===== src/rtl/temperature_reader_if.sv =====
// Sensor SPI pins and conversion result bus of the temperature reader.
// The master side is the reader; the slave side is the sensor/consumer.
interface temperature_reader_if;
  logic        ocs_n;
  logic        osck;
  logic        ispi_miso;
  logic [15:0] otemperature;
  logic        ovalid;
  logic        ofault;
  logic        obusy;

  modport master (
    output ocs_n,
    output osck,
    input  ispi_miso,
    output otemperature,
    output ovalid,
    output ofault,
    output obusy
  );

  modport slave (
    input  ocs_n,
    input  osck,
    output ispi_miso,
    input  otemperature,
    input  ovalid,
    input  ofault,
    input  obusy
  );
endinterface


===== src/rtl/temperature_reader.sv =====
// Periodic MAX6675-format thermocouple reader with binary-to-BCD result.
// Reads a 16-bit frame, converts degrees C to 4 packed BCD digits.
module temperature_reader #(
  parameter int CLK_DIV       = 25,
  parameter int SAMPLE_PERIOD = 12_500_000
) (
  input logic                   iclock,
  input logic                   ireset,
  temperature_reader_if.master  bus
);

  localparam int TW = $clog2(SAMPLE_PERIOD);
  localparam int DW = $clog2(CLK_DIV + 1);
  localparam logic [TW-1:0] T_LAST = TW'(SAMPLE_PERIOD - 1);
  localparam logic [DW-1:0] D_LAST = DW'(CLK_DIV - 1);

  localparam logic [1:0] S_IDLE    = 2'd0;
  localparam logic [1:0] S_SHIFT   = 2'd1;
  localparam logic [1:0] S_CONVERT = 2'd2;
  localparam logic [1:0] S_UPDATE  = 2'd3;

  logic [1:0]    state;
  logic [TW-1:0] timer;
  logic [DW-1:0] div;
  logic          phase;
  logic [3:0]    bit_cnt;
  logic [3:0]    conv_cnt;
  logic [15:0]   shreg;
  logic [9:0]    bin;
  logic [15:0]   bcd;
  logic [15:0]   adj;
  logic          fault;
  logic          tick;

  logic          cs_n;
  logic          sck;
  logic [15:0]   temp;
  logic          valid;
  logic          fault_q;
  logic          busy;

  assign tick = (timer == T_LAST);

  // add-3 correction applied to every digit before each shift
  always_comb begin
    adj = bcd;
    for (int i = 0; i < 4; i++) begin
      if (adj[4*i +: 4] >= 4'd5)
        adj[4*i +: 4] = adj[4*i +: 4] + 4'd3;
    end
  end

  always_ff @(posedge iclock) begin
    if (ireset) begin
      state    <= S_IDLE;
      timer    <= '0;
      div      <= '0;
      phase    <= 1'b0;
      bit_cnt  <= '0;
      conv_cnt <= '0;
      shreg    <= '0;
      bin      <= '0;
      bcd      <= '0;
      fault    <= 1'b0;
      cs_n     <= 1'b1;
      sck      <= 1'b0;
      temp     <= '0;
      valid    <= 1'b0;
      fault_q  <= 1'b0;
      busy     <= 1'b0;
    end else begin
      timer <= tick ? '0 : timer + 1'b1;
      valid <= 1'b0;
      case (state)
        S_IDLE: begin
          if (tick) begin
            state   <= S_SHIFT;
            cs_n    <= 1'b0;
            sck     <= 1'b0;
            div     <= '0;
            phase   <= 1'b0;
            bit_cnt <= '0;
            busy    <= 1'b1;
          end
        end
        S_SHIFT: begin
          if (div == D_LAST) begin
            div <= '0;
            if (!phase) begin
              // sample on the cycle sck goes high
              sck   <= 1'b1;
              phase <= 1'b1;
              shreg <= {shreg[14:0], bus.ispi_miso};
            end else if (bit_cnt == 4'd15) begin
              sck      <= 1'b0;
              cs_n     <= 1'b1;
              state    <= S_CONVERT;
              bin      <= shreg[14:5];
              fault    <= shreg[2] | shreg[15];
              bcd      <= '0;
              conv_cnt <= '0;
            end else begin
              sck     <= 1'b0;
              phase   <= 1'b0;
              bit_cnt <= bit_cnt + 1'b1;
            end
          end else begin
            div <= div + 1'b1;
          end
        end
        S_CONVERT: begin
          bcd <= (adj << 1) | {15'd0, bin[9]};
          bin <= {bin[8:0], 1'b0};
          if (conv_cnt == 4'd9)
            state <= S_UPDATE;
          else
            conv_cnt <= conv_cnt + 1'b1;
        end
        S_UPDATE: begin
          temp    <= fault ? 16'hFFFF : bcd;
          fault_q <= fault;
          valid   <= 1'b1;
          busy    <= 1'b0;
          state   <= S_IDLE;
        end
        default: state <= S_IDLE;
      endcase
    end
  end

  assign bus.ocs_n        = cs_n;
  assign bus.osck         = sck;
  assign bus.otemperature = temp;
  assign bus.ovalid       = valid;
  assign bus.ofault       = fault_q;
  assign bus.obusy        = busy;

endmodule

===== src/flat_wrapper.sv =====
// flat-port wrapper written by rule: the top's interface ports become plain ports
module temperature_reader_flat 
#(
  parameter int CLK_DIV       = 25,
  parameter int SAMPLE_PERIOD = 12_500_000
)
  (iclock, ireset, bus_ocs_n, bus_osck, bus_ispi_miso, bus_otemperature, bus_ovalid, bus_ofault, bus_obusy);
  temperature_reader_if bus_i ();
  input logic iclock;
  input logic ireset;
  output wire logic [$bits(bus_i.ocs_n)-1:0] bus_ocs_n;
  output wire logic [$bits(bus_i.osck)-1:0] bus_osck;
  input wire logic [$bits(bus_i.ispi_miso)-1:0] bus_ispi_miso;
  output wire logic [$bits(bus_i.otemperature)-1:0] bus_otemperature;
  output wire logic [$bits(bus_i.ovalid)-1:0] bus_ovalid;
  output wire logic [$bits(bus_i.ofault)-1:0] bus_ofault;
  output wire logic [$bits(bus_i.obusy)-1:0] bus_obusy;
  assign bus_ocs_n = bus_i.ocs_n;
  assign bus_osck = bus_i.osck;
  assign bus_i.ispi_miso = bus_ispi_miso;
  assign bus_otemperature = bus_i.otemperature;
  assign bus_ovalid = bus_i.ovalid;
  assign bus_ofault = bus_i.ofault;
  assign bus_obusy = bus_i.obusy;
  temperature_reader #(.CLK_DIV(CLK_DIV), .SAMPLE_PERIOD(SAMPLE_PERIOD)) u_core (.iclock(iclock), .ireset(ireset), .bus(bus_i));
endmodule

===== config.mk =====
export PLATFORM = sky130hd
export DESIGN_NAME = temperature_reader_flat
export DESIGN_NICKNAME = d
export VERILOG_FILES = /design/src/rtl/temperature_reader_if.sv /design/src/rtl/temperature_reader.sv /design/src/flat_wrapper.sv
export SDC_FILE = /design/constraint.sdc
export NUM_CORES = 1
export LEC_CHECK = 0
export BUFFER_PORTS_ARGS = -buffer_cell sky130_fd_sc_hd__buf_2
export CORE_ASPECT_RATIO = 1.2
export CORE_MARGIN = 5
export CORE_UTILIZATION = 35
export CTS_CLUSTER_DIAMETER = 120
export DETAILED_ROUTE_END_ITERATION = 7
export HOLD_SLACK_MARGIN = 0.12
export PLACE_DENSITY = 0.53
export SYNTH_ARGS = -nofsm -noshare
export SYNTH_HDL_FRONTEND = slang
export SYNTH_SLANG_ARGS = --single-unit

===== constraint.sdc =====
create_clock -name iclock -period 1.8 [get_ports iclock]
set_input_delay 0.36 -clock iclock [delete_from_list [all_inputs] [get_ports iclock]]
set_output_delay 0.36 -clock iclock [all_outputs]
set_load 0.005 [all_outputs]

# Yosys cells after proc, flatten, opt, wreduce, memory -nomap -nowiden
# Index checks and enable logic that the tools add are counted.
[classes]
div_mod_pow = 0
eq_ne = 14
bitwise_logic = 3
addsub = 8
shifts = 0
n_lt_le_gt_ge = 4
reduce_logical = 15
multipliers = 0
muxes = 47
[op_table]
columns = ["op", "n"]
rows = [
  ["2-to-1 mux 16 bit", 4],
  ["2-to-1 mux 4 bit", 11],
  ["one-hot mux 16 bit (2 select lines)", 1],
  ["2-to-1 mux 10 bit", 3],
  ["adder 24 x 1 -> 24 bit (second input constant)", 1],
  ["== test 24 bit (second input constant)", 1],
  ["one-hot mux 10 bit (2 select lines)", 1],
  ["AND reduction 5 bit", 4],
  [">= comparator 4 x 3 -> 1 bit (second input constant)", 4],
  ["bitwise OR 16 x 1 -> 16 bit", 1],
  ["one-hot mux 4 bit (2 select lines)", 2],
  ["adder 4 x 2 -> 4 bit (second input constant)", 3],
  ["2-to-1 mux 1 bit", 11],
  ["2-to-1 mux 2 bit", 5],
  ["2-to-1 mux 5 bit", 2],
  ["!= test 2 x 1 -> 1 bit (second input constant)", 5],
  ["one-hot mux 5 bit (2 select lines)", 1],
  ["adder 4 x 1 -> 4 bit (second input constant)", 2],
  ["== test 4 bit (second input constant)", 2],
  ["one-hot mux 1 bit (2 select lines)", 4],
  ["one-hot mux 2 bit (4 select lines)", 1],
  ["AND reduction 4 bit", 2],
  ["AND reduction 3 bit", 2],
  ["nonzero test 2 bit", 3],
  ["other kinds (12)", 15],
]
[totals]
wordCells = 107
output_inout_bits = 21
regBits = 104
ramBits = 0
memories = 0
romBits = 0
input_bits = 3
latchBits = 0

# Depth between registers and ports, before layout
# Gate-level depths: netlist of the first run.
[depth]
ltp_word = 5
depth_mapped = 9
ltp_nobuf = 7

# Least setup slack after synthesis of the first run
# OpenSTA, ideal clock, no wires.
[synth_path]
kind = "reg2reg"
start = "reg u_core.state[1]"
end = "reg u_core.bcd[10]"
arrival_ns = 1.810
setup_slack_ns = -0.138
setup_time_ns = 0.128
path_stages_with_launch = 10
path_cell_list = "dfxtp_1 > inv_1 > ha_1 > buf_2 > inv_1 > nor4_2 > a21oi_1 > clkbuf_1 > a22oi_1 > nor2_1"
[synth_via]
elab_chain_cells = 3
elab_cells_between_ends = 8
cone_classes = "eq/ne (5); mux (1); reduce/logical (2)"
[synth_lines]
columns = ["element", "line", "source"]
rows = [
  ["start, declared", "temperature_reader.sv:22", "logic [1:0] state;"],
  ["start signal, assigned", "temperature_reader.sv:55", "state <= S_IDLE;"],
  ["start signal, assigned", "temperature_reader.sv:77", "state <= S_SHIFT;"],
  ["start signal, assigned", "temperature_reader.sv:97", "state <= S_CONVERT;"],
  ["== test 2 x 1 -> 1 bit or == test 2 bit (tied branches)", "temperature_reader.sv:74", "case (state)"],
  ["!= test 2 x 1 -> 1 bit (no source line) or nonzero test 2 bit (tied branches)", "n/a", ""],
  ["AND reduction 4 bit (no source line)", "n/a", ""],
  ["end signal, assigned", "temperature_reader.sv:112", "bcd <= (adj << 1) | {15'd0, bin[9]};"],
  ["end, declared", "temperature_reader.sv:30", "logic [15:0] bcd;"],
]
# Several ways; a longest one is shown, not always the timed one.
# A chain may end at the register's enable or synchronous reset.

# Worst setup path in the final report of the first run
[layout_path]
start = "reg u_core.div[0]"
end = "reg u_core.conv_cnt[3]"
[layout_via]
elab_chain_cells = 3
[layout_lines]
columns = ["element", "line", "source"]
rows = [
  ["start, declared", "temperature_reader.sv:24", "logic [DW-1:0] div;"],
  ["start signal, assigned", "temperature_reader.sv:108", "div <= div + 1'b1;"],
  ["== test 5 bit", "temperature_reader.sv:87", "if (div == D_LAST) begin"],
  ["!= test 2 x 1 -> 1 bit (no source line)", "n/a", ""],
  ["AND reduction 5 bit (no source line)", "n/a", ""],
  ["end signal, assigned", "temperature_reader.sv:117", "conv_cnt <= conv_cnt + 1'b1;"],
  ["end, declared", "temperature_reader.sv:27", "logic [3:0] conv_cnt;"],
]
# Every way passes these cells.

==> flow_summary.ini, run 1 <==
[power_and_ir_drop]
powerDensity_nw_per_um2 = 907
peak_vdd_ir_uv = 452
p_leak_nw = 2.09
design_power_total_mw = 5.26

[min_path]
min_path_type = input pin to flip-flop
whs_path_depth = 3
timing.hold.worst_endpoint = u_core.shreg[0]
min-delay-start = bus_ispi_miso

[synthesis]
netlist_instances = 553
async_flop_share_pct = 0
synth_warn = 0
synth.net_count = 575
syn_area_per_cell_um2 = 8.59
synth_enable_flop_cells = 0
post_synth_instance_area_um2 = 4750
synthDistinctLibCells = 53
ys_seq_area_share_pct = 43.8
synthFlopType = dfxtp_1
postSynthRegisterBits = 104

[global_route]
grt_pass1_wl_um = 17400
track_usage_pct = 13.6
globalRouteOverflowTotal = 0
antenna_found_initial = 0
via_count_of_the_first_global_routing_pass = 3887
grt_start_max_net_pins = 36

[worst_setup_path]
setup.worst_path.class = flip-flop to flip-flop
critical_path_required_time_ns = 2.09
timing.rr.end = u_core.conv_cnt[3]
start_kind = flip-flop
worstReg2RegStart = u_core.div[0]
worst-path-max-fanout = 4
setup.worst_path.start = u_core.div[0]
r2r_slack_ns = 0.01
worst_ep_arrival_time_ns = 2.07
timing.critical_path.to_type = flip-flop
rr_worst_depth = 7

[floorplanning]
num_io_pins = 24
die-area_um2 = 16000
initial_utilization_pct = 35.7
die_h_um = 138
placeableCoreArea_um2 = 13300
placement_rows = 46
die_w_um = 116

[cells_and_area]
area_growth_pct = 22.1
multiInputGateArea_um2 = 2550
num_antenna_cells = 0
filler_cell_count = 1295
layout.core_utilization_pct = 43.6
finalNonFillerCells = 776
final-seq-area_um2 = 2090
finish.net_count = 625
drive_gt1_share_pct = 19.6

[place]
numPlacedInstances = 757
placement.setup.worst_slack_ns = 0.0216
place.gp.congestion = 0.802
post-dp-hpwl_um = 7160
placement.io_buffers = 23

[sta]
post-route-worst-setup-slack_ns = 0.0140
tightestPinTransition_ns = 0.623
skew_ns = 0.0135
timing.final.crit_period_ns = 1.79
hold_viol_final = 0
maxClockFrequency_ghz = 0.560
grt_setup_unrepaired = yes
setup_viol = 0
slew_headroom_pct = 58.4
slew_viol_final = 0
timing.final.crit_share_pct = 99.2

[cts]
path_clk_slew_ns = 0.07
clock_tree_from_tritoncts = done
clock_sinks = 104
root_buffer_master = clkbuf_16
worst_skew_pair.late_latency_ns = 0.36
clockBufferDepth = 2
cts_made_buffers = 9
htreeDepth = 3

[drt]
drc = 0
drt-total-wl_um = 10100
drt_pass1_iterations = 4
routed_via_density = 5.06
route.antenna.remaining_nets = 0
drtIter0Drc = 227
route.vias.total = 3926
routed_wire_length_per_instance_um = 13.0

[status]
outcome = completed

[flow_run]
drv.max_cap_violation_count = 0
-- kinds of logic after synthesis --
logic type      Yosys count  synth area share, %
compound gates          114                 16.4
mux                      14                 2.95
simple gates            220                 22.1
fa+ha+maj                19                 5.00
buf+inv                  54                 4.58
xor+xnor                 28                 5.16
flops                   104                 43.8
-- layout make-up --
type	count	area share (%)
flip-flops and latches	104	36.0
well taps	168	3.62
multi-input cells	395	44.0
clock buffers	9	3.88
clock inverters	7	1.83
inverters	22	1.42
repair buffers	71	9.27
-- cell usage after synthesis (8+ instances only) --
library cell  number  area (µm²)
xor2_1            16         140
nor2_1            94         353
nand4_1           10        62.6
a211oi_1          29         218
nand3_1           22         110
o21ai_0           13        65.1
ha_1              19         238
dfxtp_1          104        2080
inv_1             21        78.8
a22oi_1           12        90.1
nand2_1           48         180
a21oi_1           33         165
clkbuf_1          21        78.8
mux2i_1           14         140
buf_2              8        40.0
nand2b_1           9        56.3
xnor2_1           12         105
-- how the worst max path moves through the flow --
stage	to	slack [ns]
global route	u_core.conv_cnt[3]	-0.08
floorplan	u_core.conv_cnt[3]	0.003
detailed placement	u_core.bcd[11]	0.02
CTS	u_core.bcd[7]	0.003
global placement	u_core.bcd[11]	0.07
finish	u_core.conv_cnt[3]	0.01
-- registers in the layout, indices dropped and copies added (netlist names), 2 cells and up --
register,cells
u_core.timer,24
u_core.state,2
u_core.bin,10
u_core.bus.otemperature,16
u_core.bit_cnt,4
u_core.shreg,16
u_core.conv_cnt,4
u_core.bcd,16
u_core.div,5
-- layer usage --
| metal | up-vias | wire length, µm | GRT usage, % |
|---|---|---|---|
| met2 | 40 | 4950 | 24.0 |
| met3 | 9 | 291 | 3.03 |
| li1 | 2040 | - | - |
| met1 | 1837 | 4630 | 15.4 |
| met5 | - | 0 | 0 |
| met4 | 0 | 194 | 6.19 |
-- worst max-delay path: stages (launching register included) --
cell and delay, ns:
dfxtp_2 0.32, inv_2 0.07, ha_4 0.14, nand4b_4 0.17
o31ai_4 0.31, nand2_1 0.10, or4_1 0.47, a21oi_1 0.14
-- power by group --
group	leakage, nW	switching (mW)	total (mW)	internal, mW
Clock	0.163	0.933	2.18	1.25
Sequential	0.840	0.0315	2.37	2.34
Combinational	1.08	0.395	0.714	0.319
-- timing repair --
item,in CTS,in global routing
endpoints found under the setup margin,0,72
hold buffers,0,0
gates resized for setup,0,22
setup buffers,0,3
-- cell usage in the layout (no fill, tap or decap), drive strengths merged, types with 9 or more instances in the layout --
cell / netlist / routed
a211oi: 29 / 29
a21oi: 33 / 33
a22oi: 12 / 12
buf: 10 / 71
clkbuf: 22 / 9
dfxtp: 104 / 104
ha: 19 / 19
inv: 22 / 27
mux2i: 14 / 14
nand2: 48 / 48
nand2b: 9 / 9
nand3: 23 / 23
nand4: 10 / 10
nor2: 94 / 94
o21ai: 14 / 14
xnor2: 12 / 12
xor2: 16 / 16
-- per-stage QoR --
stage                     setup TNS (ns)  area (µm²)  hold slack (ns)
after floorplan                        0        4790            0.430
after global placement                 0        5380            0.436
after detailed placement               0        5380            0.443
after CTS                              0        5710            0.259
after global routing             -0.0987        5800            0.261
final                                  0        5800            0.267
Note: power is estimated with default switching activity, not from simulation.
==> run 2: changes to the inputs <==
Settings changed: REMOVE_ABC_BUFFERS set to 1.
==> run 2 against run 1 <==
Effect of this change:
- the flow now finishes with violations (negative setup slack)
- register-to-register slack worse by 0.02 ns
- non-clock buffer count is 19 higher
- core utilization is 2.1 points higher
- highest routed layer unchanged
- fmax is 1.2% lower
- final area is 4.9% higher
==> flow_summary.ini, run 2 (same netlist as run 1, synthesis figures left out) <==
[floorplanning]
initial_utilization_pct = 35.7
placement_rows = 46
die_h_um = 138
die_w_um = 116
num_io_pins = 24
placeableCoreArea_um2 = 13300
die-area_um2 = 16000

[cts]
cts_made_buffers = 9
clock_tree_from_tritoncts = done
root_buffer_master = clkbuf_16
clock_sinks = 104
clockBufferDepth = 2
path_clk_slew_ns = 0.07
htreeDepth = 3
worst_skew_pair.late_latency_ns = 0.35

[global_route]
track_usage_pct = 14.0
via_count_of_the_first_global_routing_pass = 3928
antenna_found_initial = 0
grt_pass1_wl_um = 18200
globalRouteOverflowTotal = 0
grt_start_max_net_pins = 64

[place]
placement.setup.worst_slack_ns = -0.295
placement.io_buffers = 23
post-dp-hpwl_um = 6970
place.gp.congestion = 0.743

[sta]
timing.final.crit_period_ns = 1.81
timing.final.crit_share_pct = 100
slew_viol_final = 0
setup_viol = 2
hold_ws_ns = 0.258
setup_tns_ns = -0.0144
post-route-worst-setup-slack_ns = -0.00740
slew_headroom_pct = 56.9
grt_setup_unrepaired = yes
hold_viol_final = 0
skew_ns = 0.00494
tightestPinTransition_ns = 0.647
maxClockFrequency_ghz = 0.553

[min_path]
min-delay-start = bus_ispi_miso
whs_path_depth = 3
timing.hold.worst_endpoint = u_core.shreg[0]
min_path_type = input pin to flip-flop

[cells_and_area]
area_growth_pct = 28.0
largest_reg_flops = 24
layout.core_utilization_pct = 45.8
final_cell_mix = 95 x dfxtp_1, 92 x nor2_1, 55 x buf_4
drive_gt1_share_pct = 25.5
biggest_register = u_core.timer
num_antenna_cells = 0
finish.net_count = 644
commonest_non_fill_non_tap_cell_in_the_layout = dfxtp_1

[drt]
drt_pass1_iterations = 4
drt-total-wl_um = 10800
routed_wire_length_per_instance_um = 13.5
routed_via_density = 5.13
drtIter0Drc = 301
route.antenna.remaining_nets = 0
drc = 0
route.vias.total = 4080

[worst_setup_path]
r2r_slack_ns = -0.007
timing.rr.end = u_core.bin[6]
rr_worst_depth = 8
start_kind = flip-flop
critical_path_required_time_ns = 2.07
worst-path-max-fanout = 11
worst_ep_arrival_time_ns = 2.08
setup.worst_path.class = flip-flop to flip-flop
timing.critical_path.to_type = flip-flop
worstReg2RegStart = u_core.bit_cnt[0]

[status]
outcome = finished, violations left
violations = negative setup slack

[power_and_ir_drop]
peak_vdd_ir_uv = 503
powerDensity_nw_per_um2 = 849
p_leak_nw = 2.18

[flow_run]
drv.max_cap_violation_count = 0
run 2: changes by cell type in the layout (fill, tap and decap cells not counted), moves of 4 or more:
cell | before | now
buf_4 | 43 | 55
a211oi_1 | 29 | 23
a211oi_2 | 0 | 6
buf_6 | 0 | 5
dfxtp_1 | 99 | 95
dfxtp_2 | 5 | 9
inv_6 | 4 | 0
run 2: report_power, final:
group          internal [mW]  switching (mW)  leakage, nW
Sequential              2.34          0.0305        0.842
Clock                   1.02           0.892        0.135
Combinational          0.442           0.446         1.20
Total                   3.80            1.37         2.18
run 2: metal layers:
metal | wire, µm | vias up | GRT usage (%)
li1 | - | 2071 | -
met1 | 4770 | 1939 | 16.6
met2 | 5450 | 56 | 24.3
met3 | 373 | 14 | 3.78
met4 | 177 | 0 | 4.64
met5 | 0 | - | 0
run 2: final cells by class:
type / instances / area (µm²)
Clock inverter: 4 / 28.8
Multi-Input combinational cell: 395 / 2660
Timing Repair Buffer: 90 / 749
Inverter: 22 / 82.6
Tap cell: 168 / 210
Fill cell: 1288 / 7210
Sequential cell: 104 / 2090
Clock buffer: 12 / 256
run 2: what timing repair did:
action / in CTS / in global routing
setup endpoints to repair: 33 / 57
hold endpoints to repair: 0 / 0
cloned: 2 / 0
hold buffers: 0 / 0
resized for setup: 27 / 34
setup buffers: 3 / 12
pin swaps: 10 / 20
run 2: through the flow:
stage          power, mW  instance area, µm²  instances
6_report            5.17                6080        795
3_5_place_dp        3.12                5390        763
4_1_cts             5.09                5860        784
3_3_place_gp        3.10                5390        763
2_1_floorplan       2.76                4620        521
5_1_grt             5.40                6080        795
run 2: worst max-delay path by stage:
stage | start | to | slack, ns
2_1_floorplan | u_core.state[1] | u_core.bcd[11] | -0.90
3_3_place_gp | u_core.div[0] | u_core.bcd[10] | -0.20
3_5_place_dp | u_core.div[0] | u_core.bcd[4] | -0.29
4_1_cts | u_core.bit_cnt[1] | u_core.conv_cnt[3] | -0.008
5_1_grt | u_core.div[0] | u_core.bcd[13] | -0.08
6_report | u_core.bit_cnt[0] | u_core.bin[6] | -0.007
run 2: worst max-delay path: stages, from the launching register on:
cell	delay, ns
dfxtp_2	0.36
ha_4	0.16
nand3_4	0.10
buf_6	0.15
o41ai_4	0.27
buf_4	0.19
bufbuf_16	0.28
nor2_1	0.04
a211oi_1	0.18
==> run 3: changes to the inputs <==
Settings changed: CTS_BUF_LIST set to sky130_fd_sc_hd__clkbuf_2.
==> run 3 against run 2 <==
Effect of this change:
- the flow still finishes with violations (negative setup slack)
- sequential share of layout area grew 0.95 points
- non-clock buffer count grew 7
- critical path depth rose by 1
- sequential cell count stayed put
- die area unchanged
- clock-buffer cell count is 2 lower
- final area shrank 2.4%
==> flow_summary.ini, run 3 (same netlist as run 1, synthesis figures left out) <==
[power_and_ir_drop]
sw_frac_of_total_pct = 30.2
peak_vdd_ir_uv = 373
internal_power_mw = 2.98
p_leak_nw = 2.13
clockPowerShare_pct = 23.0
p_comb_share_pct = 21.2
switchingPower_mw = 1.29
powerDensity_nw_per_um2 = 720
design_power_total_mw = 4.27
relative_contribution_of_sequential_cells_to_total_power_pct = 55.9

[place]
post-dp-hpwl_um = 6970
placement.io_buffers = 23
place_area_um2 = 5390
place.gp.congestion = 0.743

[cells_and_area]
largest_reg_flops = 24
finish.net_count = 651
drive_gt1_share_pct = 25.9
multiInputGateArea_um2 = 2660
final-seq-area_um2 = 2100
biggest_register = u_core.timer
commonest_non_fill_non_tap_cell_in_the_layout = nor2_1
filler_cell_count = 1310
num_antenna_cells = 0
design_area_um2 = 5940
area_growth_pct = 25.0
final_cell_mix = 93 x nor2_1, 92 x dfxtp_1, 57 x buf_4

[drt]
drt-total-wl_um = 10800
routed_via_density = 5.13
route.antenna.remaining_nets = 0
route.vias.total = 4118
routed_wire_length_per_instance_um = 13.5
drtIter0Drc = 324
drc = 0
drt_pass1_iterations = 4

[global_route]
globalRouteOverflowTotal = 0
via_count_of_the_first_global_routing_pass = 3920
grt_pass1_wl_um = 18200
grt_start_max_net_pins = 64
antenna_found_initial = 0
track_usage_pct = 13.9

[floorplanning]
die_h_um = 138
die-area_um2 = 16000
placement_rows = 46
num_io_pins = 24
die_w_um = 116
placeableCoreArea_um2 = 13300
initial_utilization_pct = 35.7

[sta]
timing.final.crit_share_pct = 102
slew_viol_final = 0
timing.final.crit_period_ns = 1.83
setup_viol = 3
post-route-worst-setup-slack_ns = -0.0273
grt_setup_unrepaired = yes
hold_viol_final = 0
skew_ns = 0.0184
maxClockFrequency_ghz = 0.547
slew_headroom_pct = 56.5
tightestPinTransition_ns = 0.653

[min_path]
timing.hold.worst_endpoint = u_core.shreg[1]
whs_path_depth = 2
min_path_type = flip-flop to flip-flop
min-delay-start = u_core.shreg[0]

[cts]
cts_made_buffers = 9
worst_skew_pair.late_latency_ns = 0.61
root_buffer_master = clkbuf_2
clock_sinks = 104
htreeDepth = 3
clockBufferDepth = 2
clock_tree_from_tritoncts = done
path_clk_slew_ns = 0.27

[worst_setup_path]
r2r_slack_ns = -0.03
setup.worst_path.class = flip-flop to flip-flop
timing.critical_path.to_type = flip-flop
timing.rr.end = u_core.bcd[11]
rr_worst_depth = 9
worstReg2RegStart = u_core.bit_cnt[0]
start_kind = flip-flop
worst-path-max-fanout = 6
worst_ep_arrival_time_ns = 2.37
critical_path_required_time_ns = 2.34

[flow_run]
drv.max_cap_violation_count = 0

[status]
violations = negative setup slack
outcome = finished, violations left
[run 3: cell types whose count changed in the layout (fill, tap and decap cells not counted), moves of 2 or more]
cell           previous run  this run
dlygate4sd3_1             0         2
clkbuf_2                  0        10
dfxtp_1                  95        92
dfxtp_2                   9        11
clkinv_1                  0         2
buf_16                    0         2
bufbuf_16                 2         0
buf_4                    55        57
clkbuf_8                  2         0
buf_6                     5         7
clkbuf_16                 9         0
[run 3: how the worst max path moves through the flow]
stage | startpoint | to | slack [ns] | cells after the start
floorplan | u_core.state[1] | u_core.bcd[11] | -0.90 | 7
global route | u_core.div[0] | u_core.bcd[15] | -0.08 | 10
finish | u_core.bit_cnt[0] | u_core.bcd[11] | -0.03 | 9
detailed placement | u_core.div[0] | u_core.bcd[4] | -0.29 | 7
global placement | u_core.div[0] | u_core.bcd[10] | -0.20 | 7
CTS | u_core.state[1] | u_core.bin[9] | 0.005 | 9
[run 3: power groups by stage]
stage / clock, mW / combinational, mW / sequential [mW]
6_report: 0.981 / 0.905 / 2.39
5_1_grt: 1.12 / 0.987 / 2.40
4_1_cts: 1.03 / 0.771 / 2.38
2_1_floorplan: 0 / 0.348 / 2.41
3_5_place_dp: 0 / 0.707 / 2.41
3_3_place_gp: 0 / 0.692 / 2.41
[run 3: area by class of cell]
class	instances	share of cell area (%)
Tap cell	168	3.54
Timing Repair Buffer	97	13.5
Sequential cell	104	35.4
Inverter	22	1.39
Clock buffer	10	0.843
Multi-Input combinational cell	395	44.8
Clock inverter	6	0.611
[run 3: per-layer routing]
layer / GRT usage [%] / share of wire (%) / vias up
met3: 3.34 / 3.6 / 15
met1: 16.5 / 44 / 1941
met4: 5.42 / 1.4 / 0
li1: - / - / 2082
met2: 24.1 / 51 / 80
met5: 0 / 0 / -
[run 3: what timing repair did]
item	CTS	global route
endpoints found under the setup margin	35	56
hold buffers	2	0
hold endpoints to repair	5	0
resized for setup	37	31
pin swaps	16	21
buffers inserted	5	14
gates cloned	2	1
[run 3: through the flow]
stage	utilization [%]	setup TNS (ns)	setup slack, ns	hold WS (ns)	cells
after floorplan	-	-21.87	-0.902	0.426	521
after global placement	40.5	-2.78	-0.198	0.439	763
after detailed placement	40.5	-4.03	-0.295	0.448	763
after CTS	42.8	0	0.00544	0.456	787
after global routing	44.7	-0.937	-0.0764	0.465	802
final	44.7	-0.0475	-0.0273	0.470	802
[run 3: critical path, stage by stage (launching register included)]
cell and delay, ns:
dfxtp_2 0.42, ha_4 0.16, nand3_4 0.10, buf_6 0.15, o41ai_4 0.30, buf_6 0.18, buf_12 0.13, o31ai_2 0.06
a32oi_1 0.20, nor2_1 0.06
